### config.mk
export PLATFORM = sky130hd
export DESIGN_NAME = tdm_demux_4ch_flat
export DESIGN_NICKNAME = d
export VERILOG_FILES = /design/src/rtl/tdm_demux_4ch_if.sv /design/src/rtl/tdm_demux_4ch.sv /design/src/flat_wrapper.sv
export SDC_FILE = /design/constraint.sdc
export NUM_CORES = 1
export LEC_CHECK = 0
export ABC_AREA = 0
export CORE_AREA = 4 4 41 43
export CTS_CLUSTER_DIAMETER = 50
export DETAILED_ROUTE_END_ITERATION = 16
export DIE_AREA = 0 0 45 47
export MAX_ROUTING_LAYER = met4
export PLACE_DENSITY = 0.74
export SETUP_SLACK_MARGIN = 0.3
export SLEW_MARGIN = 0
export SYNTH_ARGS = -nofsm -noshare
export SYNTH_HDL_FRONTEND = slang
export SYNTH_SLANG_ARGS = --single-unit
### constraint.sdc
create_clock -name clk -period 3.8 [get_ports clk]
set_input_delay 0.57 -clock clk [delete_from_list [all_inputs] [get_ports clk]]
set_output_delay 0.57 -clock clk [all_outputs]
set_load 0.01 [all_outputs]
### src/rtl/tdm_demux_4ch_if.sv
// Purpose: serial-side and parallel-side signals of the 4-channel TDM demultiplexer.
// Latency: none, this is wiring only.
// Backpressure: none; en is a strobe from the sender and nothing flows back upstream.
// Ports: en/sync/din come from the sender (master).
//        Y/slot/frame_valid/locked/sync_err are driven by the demux (slave).
interface tdm_demux_4ch_if;
   logic       en;
   logic       sync;
   logic       din;
   logic [3:0] Y;
   logic [1:0] slot;
   logic       frame_valid;
   logic       locked;
   logic       sync_err;

   modport master (
      output en, sync, din,
      input  Y, slot, frame_valid, locked, sync_err
   );

   modport slave (
      input  en, sync, din,
      output Y, slot, frame_valid, locked, sync_err
   );
endinterface

### src/rtl/tdm_demux_4ch.sv
// Purpose: rebuilds four 1-bit channels from a 4:1 TDM serial stream that carries a slot-0 sync marker.
// Latency: Y and frame_valid update on the edge that captures slot 3, so they are visible one cycle later.
// Backpressure: none; en=0 freezes all framing state, and the frame_valid/sync_err pulses still clear.
// Ports: clk, rst_n (async, active low), and bus (slave modport).
//        Inputs on bus: en, sync, din.
//        Outputs on bus: Y, slot, frame_valid, locked, sync_err.
module tdm_demux_4ch (
   input  logic           clk,
   input  logic           rst_n,
   tdm_demux_4ch_if.slave bus
);

   typedef enum logic {HUNT = 1'b0, LOCK = 1'b1} state_t;

   state_t     state_q, state_d;
   logic [2:0] shadow_q, shadow_d;   // slot 0..2 samples of the frame in progress
   logic [3:0] y_q, y_d;
   logic [1:0] slot_q, slot_d;
   logic       fv_q, fv_d;
   logic       err_q, err_d;
   logic       miss_q, miss_d;       // one missed sync already seen; a second one drops lock

   // State register
   always_ff @(posedge clk or negedge rst_n) begin
      if (!rst_n) begin
         state_q  <= HUNT;
         shadow_q <= 3'b000;
         y_q      <= 4'b0000;
         slot_q   <= 2'b00;
         fv_q     <= 1'b0;
         err_q    <= 1'b0;
         miss_q   <= 1'b0;
      end else begin
         state_q  <= state_d;
         shadow_q <= shadow_d;
         y_q      <= y_d;
         slot_q   <= slot_d;
         fv_q     <= fv_d;
         err_q    <= err_d;
         miss_q   <= miss_d;
      end
   end

   // Next-state and datapath update
   always_comb begin
      state_d  = state_q;
      shadow_d = shadow_q;
      y_d      = y_q;
      slot_d   = slot_q;
      miss_d   = miss_q;
      fv_d     = 1'b0;
      err_d    = 1'b0;

      if (bus.en) begin
         unique case (state_q)
            HUNT: begin
               if (bus.sync) begin
                  shadow_d[0] = bus.din;
                  slot_d      = 2'd1;
                  miss_d      = 1'b0;
                  state_d     = LOCK;
               end
            end

            LOCK: begin
               if (bus.sync) begin
                  // A sync in slot 0 is the normal case.
                  // A sync in any other slot abandons the partial frame and restarts at slot 0.
                  if (slot_q != 2'd0) begin
                     err_d = 1'b1;
                  end
                  shadow_d[0] = bus.din;
                  slot_d      = 2'd1;
                  miss_d      = 1'b0;
               end else begin
                  unique case (slot_q)
                     2'd0: begin
                        if (miss_q) begin
                           // Second consecutive missed sync: drop lock and discard this sample.
                           state_d = HUNT;
                           slot_d  = 2'd0;
                           miss_d  = 1'b0;
                        end else begin
                           // Coast through one missed sync on the assumption that framing still holds.
                           shadow_d[0] = bus.din;
                           slot_d      = 2'd1;
                           miss_d      = 1'b1;
                        end
                     end
                     2'd1: begin
                        shadow_d[1] = bus.din;
                        slot_d      = 2'd2;
                     end
                     2'd2: begin
                        shadow_d[2] = bus.din;
                        slot_d      = 2'd3;
                     end
                     2'd3: begin
                        y_d    = {bus.din, shadow_q[2], shadow_q[1], shadow_q[0]};
                        fv_d   = 1'b1;
                        slot_d = 2'd0;
                     end
                     default: ;
                  endcase
               end
            end

            default: state_d = HUNT;
         endcase
      end
   end

   // Outputs (all come straight from registers)
   always_comb begin
      bus.Y           = y_q;
      bus.slot        = slot_q;
      bus.frame_valid = fv_q;
      bus.locked      = (state_q == LOCK);
      bus.sync_err    = err_q;
   end

endmodule
### src/flat_wrapper.sv
// flat-port wrapper written by rule: the top's interface ports become plain ports
module tdm_demux_4ch_flat 
  (clk, rst_n, bus_en, bus_sync, bus_din, bus_Y, bus_slot, bus_frame_valid, bus_locked, bus_sync_err);
  tdm_demux_4ch_if bus_i ();
  input  logic clk;
  input  logic rst_n;
  input wire logic [$bits(bus_i.en)-1:0] bus_en;
  input wire logic [$bits(bus_i.sync)-1:0] bus_sync;
  input wire logic [$bits(bus_i.din)-1:0] bus_din;
  output wire logic [$bits(bus_i.Y)-1:0] bus_Y;
  output wire logic [$bits(bus_i.slot)-1:0] bus_slot;
  output wire logic [$bits(bus_i.frame_valid)-1:0] bus_frame_valid;
  output wire logic [$bits(bus_i.locked)-1:0] bus_locked;
  output wire logic [$bits(bus_i.sync_err)-1:0] bus_sync_err;
  assign bus_i.en = bus_en;
  assign bus_i.sync = bus_sync;
  assign bus_i.din = bus_din;
  assign bus_Y = bus_i.Y;
  assign bus_slot = bus_i.slot;
  assign bus_frame_valid = bus_i.frame_valid;
  assign bus_locked = bus_i.locked;
  assign bus_sync_err = bus_i.sync_err;
  tdm_demux_4ch u_core (.clk(clk), .rst_n(rst_n), .bus(bus_i));
endmodule
==> flow_metrics.tcl <==
set metrics [dict create \
    reg2reg_slack_ns 2.26 \
    cts_buffers 3 \
    drtAntennaViolNets 0 \
    io_pins 14 \
    seq_area_frac_synth 0.530 \
    max_cap_violations 0 \
    grt_pass1_vias 409 \
    syn_area_um2 614 \
    worstHoldStart "u_core.shadow_q[1]$_DFFE_PN0P_" \
    critPathMaxFanout 8 \
    yosys-top-cells-count "dfrtp_1 (13), nand2_1 (6), ha_1 (4), inv_1 (4), mux2_4 (4)" \
    yosysTopAreaCellShare 0.530 \
    final_nets 76 \
    hold_violations 0 \
    synth_area_leader_cell "dfrtp_1" \
    finalCritPeriodShare 0.498 \
    die_area_um2 2120 \
    rr_worst_depth 5 \
    placementRows 13 \
    setup_viol 0 \
    crit_chain "clkdlybuf4s50_1" \
    timing.rr.start "u_core.bus.slot[0]$_DFFE_PN0P_" \
    grt_max_degree 14 \
    cts_resized 0 \
    ys_top_cells_by_area "dfrtp_1 (53%), mux2_4 (9.8%), ha_1 (8.1%)" \
    critPathKind "reg -> out" \
    initial_core_util 0.472 \
    core_um2 1300 \
    clkTransAtPathRegs_ns 0.07 \
    hpwl_um 779 \
    routed_wl_um 1030 \
    holdPathEnd "u_core.shadow_q[1]$_DFFE_PN0P_" \
    synth-async-reset-ratio 1.00 \
    die_w_um 45 \
    yosys_warnings 0 \
    power_density_nw_per_um2 636 \
    cts-root-buf "clkbuf_4" \
    critical-path-max-stage-delay_ns 0.59 \
    clock_latency_ns 0.27 \
    dp_cells 77 \
    die_y_um 47 \
    cp.arrival_ns 1.32 \
    ctsHoldBuffers 0 \
    report.final.slew_viol_count 0 \
    htreeDepth 1 \
    synth_cell_types 19 \
    grt-ovfl-total 0 \
    cp_top_family "buffers and inverters" \
    fin_setup_tns_ns 0 \
    gp_congestion 0.716 \
    synth_area_per_cell_um2 12.5 \
    via_count 405 \
    worstHoldPathType "reg -> reg" \
    synth.most_common_cell "dfrtp_1" \
    final_cells 81 \
    cp_slowest_cell "clkdlybuf4s50_1" \
    synth_edf_count 0 \
    wire_per_inst_um 12.7 \
    p_total_uw 502 \
    clock-sinks 13 \
    worstMarginPinSlew_ns 0.561 \
    clk_path_buf_depth 2 \
    ys.flop_type "dfrtp_1" \
    grt_usage 0.130 \
    io_buffers 13 \
    synth.net_count 58 \
    antenna_found_initial 0 \
    netlist_instances 49 \
    ys_ff_latch 13 \
    area_delta_synth_final_pct 28.5 \
    rsz0062_at_grt "false" \
    fin_skew_ns 0.00186 \
    worst_setup_path_end_kind "output pin" \
    drt_iter0_markers 4 \
    drtPass1Iterations 4 \
    via_per_inst 5.00 \
    relSlewSlack 0.625 \
    worst-path-buf-inv 1 \
    drive_gt1_frac 0.167 \
    whs_path_depth 1 \
    n_antenna_cell 0 \
    cts_tree "built" \
    grt_pass1_wl_um 1830 \
    cellLeakagePower_nw 0.383 \
    post-cts-setup-buffer-count 0 \
    drc 0 \
    status "finished clean" \
    fmax_mhz 528 \
    required_ns 3.23 \
    fin_crit_ns 1.89 \
    timing.rr.end "u_core.shadow_q[0]$_DFFE_PN0P_" \
    critPathLaunchType "flop" \
    vdd_drop_max_uv 286 \
]
## flip-flops by register name, summed over array words and instances (netlist names)
signal                  flops
u_core.bus.Y                4
u_core.bus.frame_valid      1
u_core.bus.locked           1
u_core.bus.slot             2
u_core.bus.sync_err         1
u_core.miss_q               1
u_core.shadow_q             3
## report_power, final
group	switching (mW)	internal, mW
clock	0.0422	0.0407
sequential	0.0358	0.188
combinational	0.0742	0.122
total	0.152	0.350
## worst max path at each step
| stage | start | to | slack [ns] | depth (start not counted) |
|---|---|---|---|---|
| 2_1_floorplan | u_core.bus.slot[0]$_DFFE_PN0P_ | u_core.shadow_q[0]$_DFFE_PN0P_ | 2.35 | 5 |
| 3_3_place_gp | bus_sync | u_core.bus.Y[3]$_DFFE_PN0P_ | 1.85 | 4 |
| 3_5_place_dp | bus_sync | u_core.bus.Y[3]$_DFFE_PN0P_ | 1.82 | 4 |
| 4_1_cts | u_core.bus.locked$_DFFE_PN0P_ | bus_locked | 1.88 | 1 |
| 5_1_grt | u_core.bus.locked$_DFFE_PN0P_ | bus_locked | 1.80 | 1 |
| 6_report | u_core.bus.locked$_DFFE_PN0P_ | bus_locked | 1.91 | 1 |
## cells in the final DEF (no fill, tap or decap)
cell type	count
clkbuf_1	1
o22a_1	1
and3b_4	1
nand2_1	6
o31ai_1	1
mux2_4	4
nand2b_1	2
nor3b_1	1
mux2_2	1
ha_1	4
a21oi_1	1
nand3_1	1
mux2_1	2
a41oi_1	1
clkbuf_4	3
clkdlybuf4s50_1	13
inv_1	4
dfrtp_1	13
o21ai_0	3
nand2_4	1
nor2_1	1
a22o_2	1
## kinds of logic after synthesis
| logic type | after synthesis | synth area share |
|---|---|---|
| simple gates | 13 | 0.122 |
| flops | 13 | 0.530 |
| compound gates | 8 | 0.0896 |
| mux | 7 | 0.153 |
| buf+inv | 4 | 0.0244 |
| fa+ha+maj | 4 | 0.0815 |
## layout make-up
| class | instances | area [µm²] |
|---|---|---|
| Tap cell | 15 | 18.8 |
| Inverter | 4 | 15.0 |
| Timing Repair Buffer | 13 | 130 |
| Sequential cell | 13 | 325 |
| Fill cell | 112 | 512 |
| Clock buffer | 4 | 26.3 |
| Multi-Input combinational cell | 32 | 274 |
## per-stage QoR
| stage | utilization | setup slack [ns] | hold slack (ns) | instance area [µm²] |
|---|---|---|---|---|
| detailed placement | 0.587 | 1.82 | 0.486 | 763 |
| floorplan | - | 2.35 | 0.274 | 614 |
| global route | 0.607 | 1.80 | 0.525 | 790 |
| finish | 0.607 | 1.91 | 0.499 | 790 |
| CTS | 0.607 | 1.88 | 0.503 | 790 |
| global placement | 0.587 | 1.85 | 0.474 | 763 |
## layer usage
layer  vias to the layer above  wire length, µm  GRT usage
met2                        15              474      0.192
met4                         0                0     0.0351
met1                       185              452      0.153
met3                         0              105     0.0728
li1                        205                -          -
met5                         -                0          -
No activity file was read; power rests on OpenSTA's default activity.
==> RTL edit 1 (same settings) <==
Take the reset off `y_q` and load it in a clocked block of its own.
--- a/src/rtl/tdm_demux_4ch.sv
+++ b/src/rtl/tdm_demux_4ch.sv
@@ -25,7 +25,6 @@
       if (!rst_n) begin
          state_q  <= HUNT;
          shadow_q <= 3'b000;
-         y_q      <= 4'b0000;
          slot_q   <= 2'b00;
          fv_q     <= 1'b0;
          err_q    <= 1'b0;
@@ -33,12 +32,15 @@
       end else begin
          state_q  <= state_d;
          shadow_q <= shadow_d;
-         y_q      <= y_d;
          slot_q   <= slot_d;
          fv_q     <= fv_d;
          err_q    <= err_d;
          miss_q   <= miss_d;
       end
+   end
+
+   always_ff @(posedge clk) begin
+      y_q <= y_d;
    end
 
    // Next-state and datapath update
Behaviour: differs if rst_n is asserted again (counterexample within 10 cycles, from zero or initial values and one cycle with rst_n low); with rst_n held inactive, the same outputs for 10 cycles.
==> RTL edit 1 against the unedited design <==
  * Setup slack barely moved
  * Total power fell by 19%
  * First-iteration DRC count fell by 100%
  * Die area did not move
  * Fmax barely moved
  * Sequential share of layout area rose by 4.9 points
  * Cell count fell by 4.9%
  * Register-to-register slack got worse by 0.04 ns
  * Wire length fell by 6.7%
  * Sequential cell count did not move
  * Hold slack got worse by 0.042 ns
  * Synthesized area fell by 6.5%
  * Cell area fell by 5.1%
==> RTL edit 1: results (changes against the unedited design) <==
[global_route]
grt_usage_pct=10.8  ; -2.2 points
grt_first_pass_wirelength_um=1540  ; -16%
met1_usage_pct=10.8  ; -4.5 points
use_met3_pct=3.45  ; -3.8 points

[hold_path]
holdPathEnd=u_core.bus.Y[2]
hold_depth=0  ; -1
hold_path_startpoint=u_core.shadow_q[2]

[placed_design]
dpl.cell_count=73  ; -5.2%
place_ws_ns=1.79  ; -0.0308 ns
dpl.hpwl_um=733  ; -5.9%
routabilityCongestion=0.734  ; +2.5%

[power_and_ir_drop]
ir_worst_vdd_v=0.000253  ; -12%
p_leak_uw=0.000318  ; -17%
pwr_density_cell_mw_per_mm2=542  ; -15%

[synth]
synth_nets=54  ; -6.9%
synth_edf_count=4  ; +4
syn_avg_cell_area_um2=12.8  ; +1.8%
synthArstFlopShare_pct=69.2  ; -31 points
synth.top_cell.area_share_pct=39.2  ; -14 points
ys_seq_area_share_pct=60.1  ; +7.2 points
netlist_top_cells_count=dfrtp_1 (9), nand2_1 (6), edfxtp_1 (4), ha_1 (4)

[sta]
fin_crit_sh_pct=49.8  ; about the same
hold_ws_ns=0.457  ; -0.0421 ns
finClkSkew_ns=0.000666  ; -0.00120 ns

[finish]
clk_share_pct=3.51  ; +0.18 points
layout.nonclk_buf_share_pct=17.4  ; +0.88 points
fin_util_pct=57.6  ; -3.1 points
nets=72  ; -5.3%
fin_cells=77  ; -4.9%
fill_cells=121  ; +8.0%
drive_above_1_share_pct=12.9  ; -3.8 points
num-multi-input-gates=29  ; -9.4%
area_growth_pct=30.5

[drt]
wl_met3_um=73  ; -30%
wire_per_inst_um=12.5  ; -1.8%
maxUsedRoutingLayer=met4
drt-met1-wl_um=405  ; -10%
viasPerCell=5.08  ; +1.6%
dr_wl_met2_um=460  ; -3.0%

[outcome]
status=finished clean

[worst_setup_path]
r2r_slack_ns=2.22  ; -0.04 ns

-- RTL edit 1: changes by cell type in the layout (fill, tap and decap cells not counted) --
cell / unedited run / this run
nand2_4: 1 / 0
dfrtp_1: 13 / 9
inv_1: 4 / 3
mux2_4: 4 / 0
and2_2: 0 / 2
edfxtp_1: 0 / 4
-- RTL edit 1: kinds of logic (layout without fill, tap and decap cells) --
logic type               count (synthesis)  after routing  share of synthesized area (%)
flip-flops                              13             13                           60.1
buffers and inverters                    3             20                           1.96
AND/OR/NAND/NOR                         14             14                           13.7
multiplexers                             3              3                           5.88
AO/OA/AOI/OAI                            8              8                           9.59
adder cells (fa/ha/maj)                  4              4                           8.71
-- RTL edit 1: power by group --
group	internal [uW]	switching, uW	leakage (uW)
Sequential	182	25.7	0.000146
Clock	40.6	40.2	0.0000150
Combinational	65.7	51.8	0.000158
Total	288	118	0.000318
==> RTL edit 2 (config.mk and constraints unchanged) <==
Without the edit above. Make the reset (`rst_n`) synchronous in one clocked block. Comments in the files are not updated.
--- a/src/rtl/tdm_demux_4ch.sv
+++ b/src/rtl/tdm_demux_4ch.sv
@@ -21,7 +21,7 @@
    logic       miss_q, miss_d;       // one missed sync already seen; a second one drops lock
 
    // State register
-   always_ff @(posedge clk or negedge rst_n) begin
+   always_ff @(posedge clk) begin
       if (!rst_n) begin
          state_q  <= HUNT;
          shadow_q <= 3'b000;
Behaviour: differs if rst_n is asserted again (counterexample within 4 cycles, from zero or initial values and one cycle with rst_n low); with rst_n held inactive, the same outputs for 10 cycles.
==> RTL edit 2 against the unedited design <==
  * Setup slack got worse by 0.029 ns
  * Via count rose by 17%
  * Cell area down 6.7%
  * Non-clock buffer count unchanged
  * Hold slack worse by 0.039 ns
  * Global-route usage about the same
  * Sequential cell count did not move
  * Wire length up 3.5%
  * Synthesized area down 6.9%
  * Critical endpoint unchanged
Power is not compared: it rests on default switching activity, and its combinational part moved more than twofold at a synthesized area within 25%.
==> RTL edit 2: results (changes against the unedited design) <==
[global_route]
grt_max_degree=11  ; -3
grt_first_pass_wirelength_um=1900  ; +3.8%
antenna_found_initial=0  ; unchanged
grt_usage_pct=13.0  ; +0.014 points
first_global_vias=454  ; +11%

[drt]
ant_nets=0  ; unchanged
drtIter0Drc=7  ; +3
first_pass_iters=4  ; unchanged
drt-total-wl_um=1070  ; +3.5%
viasPerCell=5.15  ; +3.0%

[power_and_ir_drop]
p_sw_uw=61.3
p_leak_uw=0.000296
ir_worst_vdd_v=0.000191

[placed_design]
port_buffers=13  ; unchanged
routabilityCongestion=0.797  ; +11%
dpl.hpwl_um=780  ; about the same

[synth]
synth_nets=72  ; +24%
netlist_top_cells_count=dfxtp_1 (13), nand2_1 (8), ha_1 (5), nand3_1 (5)
synth.distinct_cells=19  ; unchanged
synthArstFlopShare_pct=0  ; -100 points
ys_seq_area_share_pct=45.5  ; -7.4 points
synthTopCellsByArea=dfxtp_1 (46%), ha_1 (11%), mux2i_1 (5.3%)
yosys_warnings=0  ; unchanged

[finish]
drive_above_1_share_pct=9.09  ; -7.6 points
num_antenna_cells=0  ; unchanged
nets=88  ; +16%
largest_register_ffs=4  ; unchanged

[worst_setup_path]
cpPeakStageDelay_ns=0.59  ; about the same
worstPathRequired_ns=3.23  ; about the same
cp_top_family=buffers and inverters
cp_max_fo=8  ; unchanged
cp_slowest_cell=clkdlybuf4s50_1

[sta]
finClkSkew_ns=0.00552  ; +0.00366 ns
slew_headroom_pct=77.6  ; +15 points

[clock_network]
cts_made_buffers=3  ; unchanged
cts.reportedPaths.clkPinSlew_ns=0.08
ctsRootBufferMaster=clkbuf_4
cts_setup_buffers=0  ; unchanged
clock_path_buffers=2  ; unchanged
clock_latency_ns=0.27  ; about the same
ctsHtreeMaxLevel=1  ; unchanged
cts_resized=0  ; unchanged

[hold_path]
hp-class=reg -> reg

[outcome]
status=finished clean

==> RTL edit 2: worst paths after layout <==
kind,end,start,slack [ns],depth (start not counted)
min reg2reg,u_core.bus.Y[3],u_core.bus.Y[3],0.46,2
max reg2reg,u_core.miss_q,u_core.bus.slot[0],2.54,5
min,u_core.bus.Y[3],u_core.bus.Y[3],0.46,2
max,bus_locked,u_core.bus.locked,1.88,1
==> RTL edit 2: layout make-up <==
cell class	count	area [um2]
flip-flops and latches	13	260
clock buffers	4	26.3
repair buffers	13	130
inverters	4	15.0
fillers	133	564
multi-input cells	43	287
well taps	15	18.8
==> RTL edit 2: logic make-up after synthesis <==
family	count (synthesis)	share of synthesized area, %
adder cells (fa/ha/maj)	5	10.9
AO/OA/AOI/OAI	12	11.6
buffers and inverters	6	4.38
flip-flops	13	45.5
AND/OR/NAND/NOR	23	22.3
multiplexers	3	5.25
==> RTL edit 2: through the flow <==
step	std cells	instance area, um2	setup WS (ns)	util, %	power (uW)
3_5_place_dp	88	711	2.00	54.6	170
2_1_floorplan	62	572	2.57	-	160
4_1_cts	92	737	1.86	56.6	256
6_report	92	737	1.88	56.6	253
5_1_grt	92	737	1.81	56.6	267
3_3_place_gp	88	711	2.02	54.6	170
==> RTL edit 2: layer usage <==
metal / up-vias / GRT usage, % / part of all wire (%)
met5: - / - / 0
met4: 0 / 8.77 / 1.4
met3: 2 / 3.45 / 6.7
met2: 20 / 18.1 / 44
met1: 207 / 16.4 / 47
li1: 245 / - / -
==> RTL edit 2: power by group through the flow <==
stage                     Clock, uW  Combinational [uW]  Sequential, uW
final                          85.7                25.3             142
after global placement            0                24.8             145
after CTS                      88.6                25.3             142
after global routing           95.6                28.2             143
after detailed placement          0                25.1             145
after floorplan                   0                14.4             145
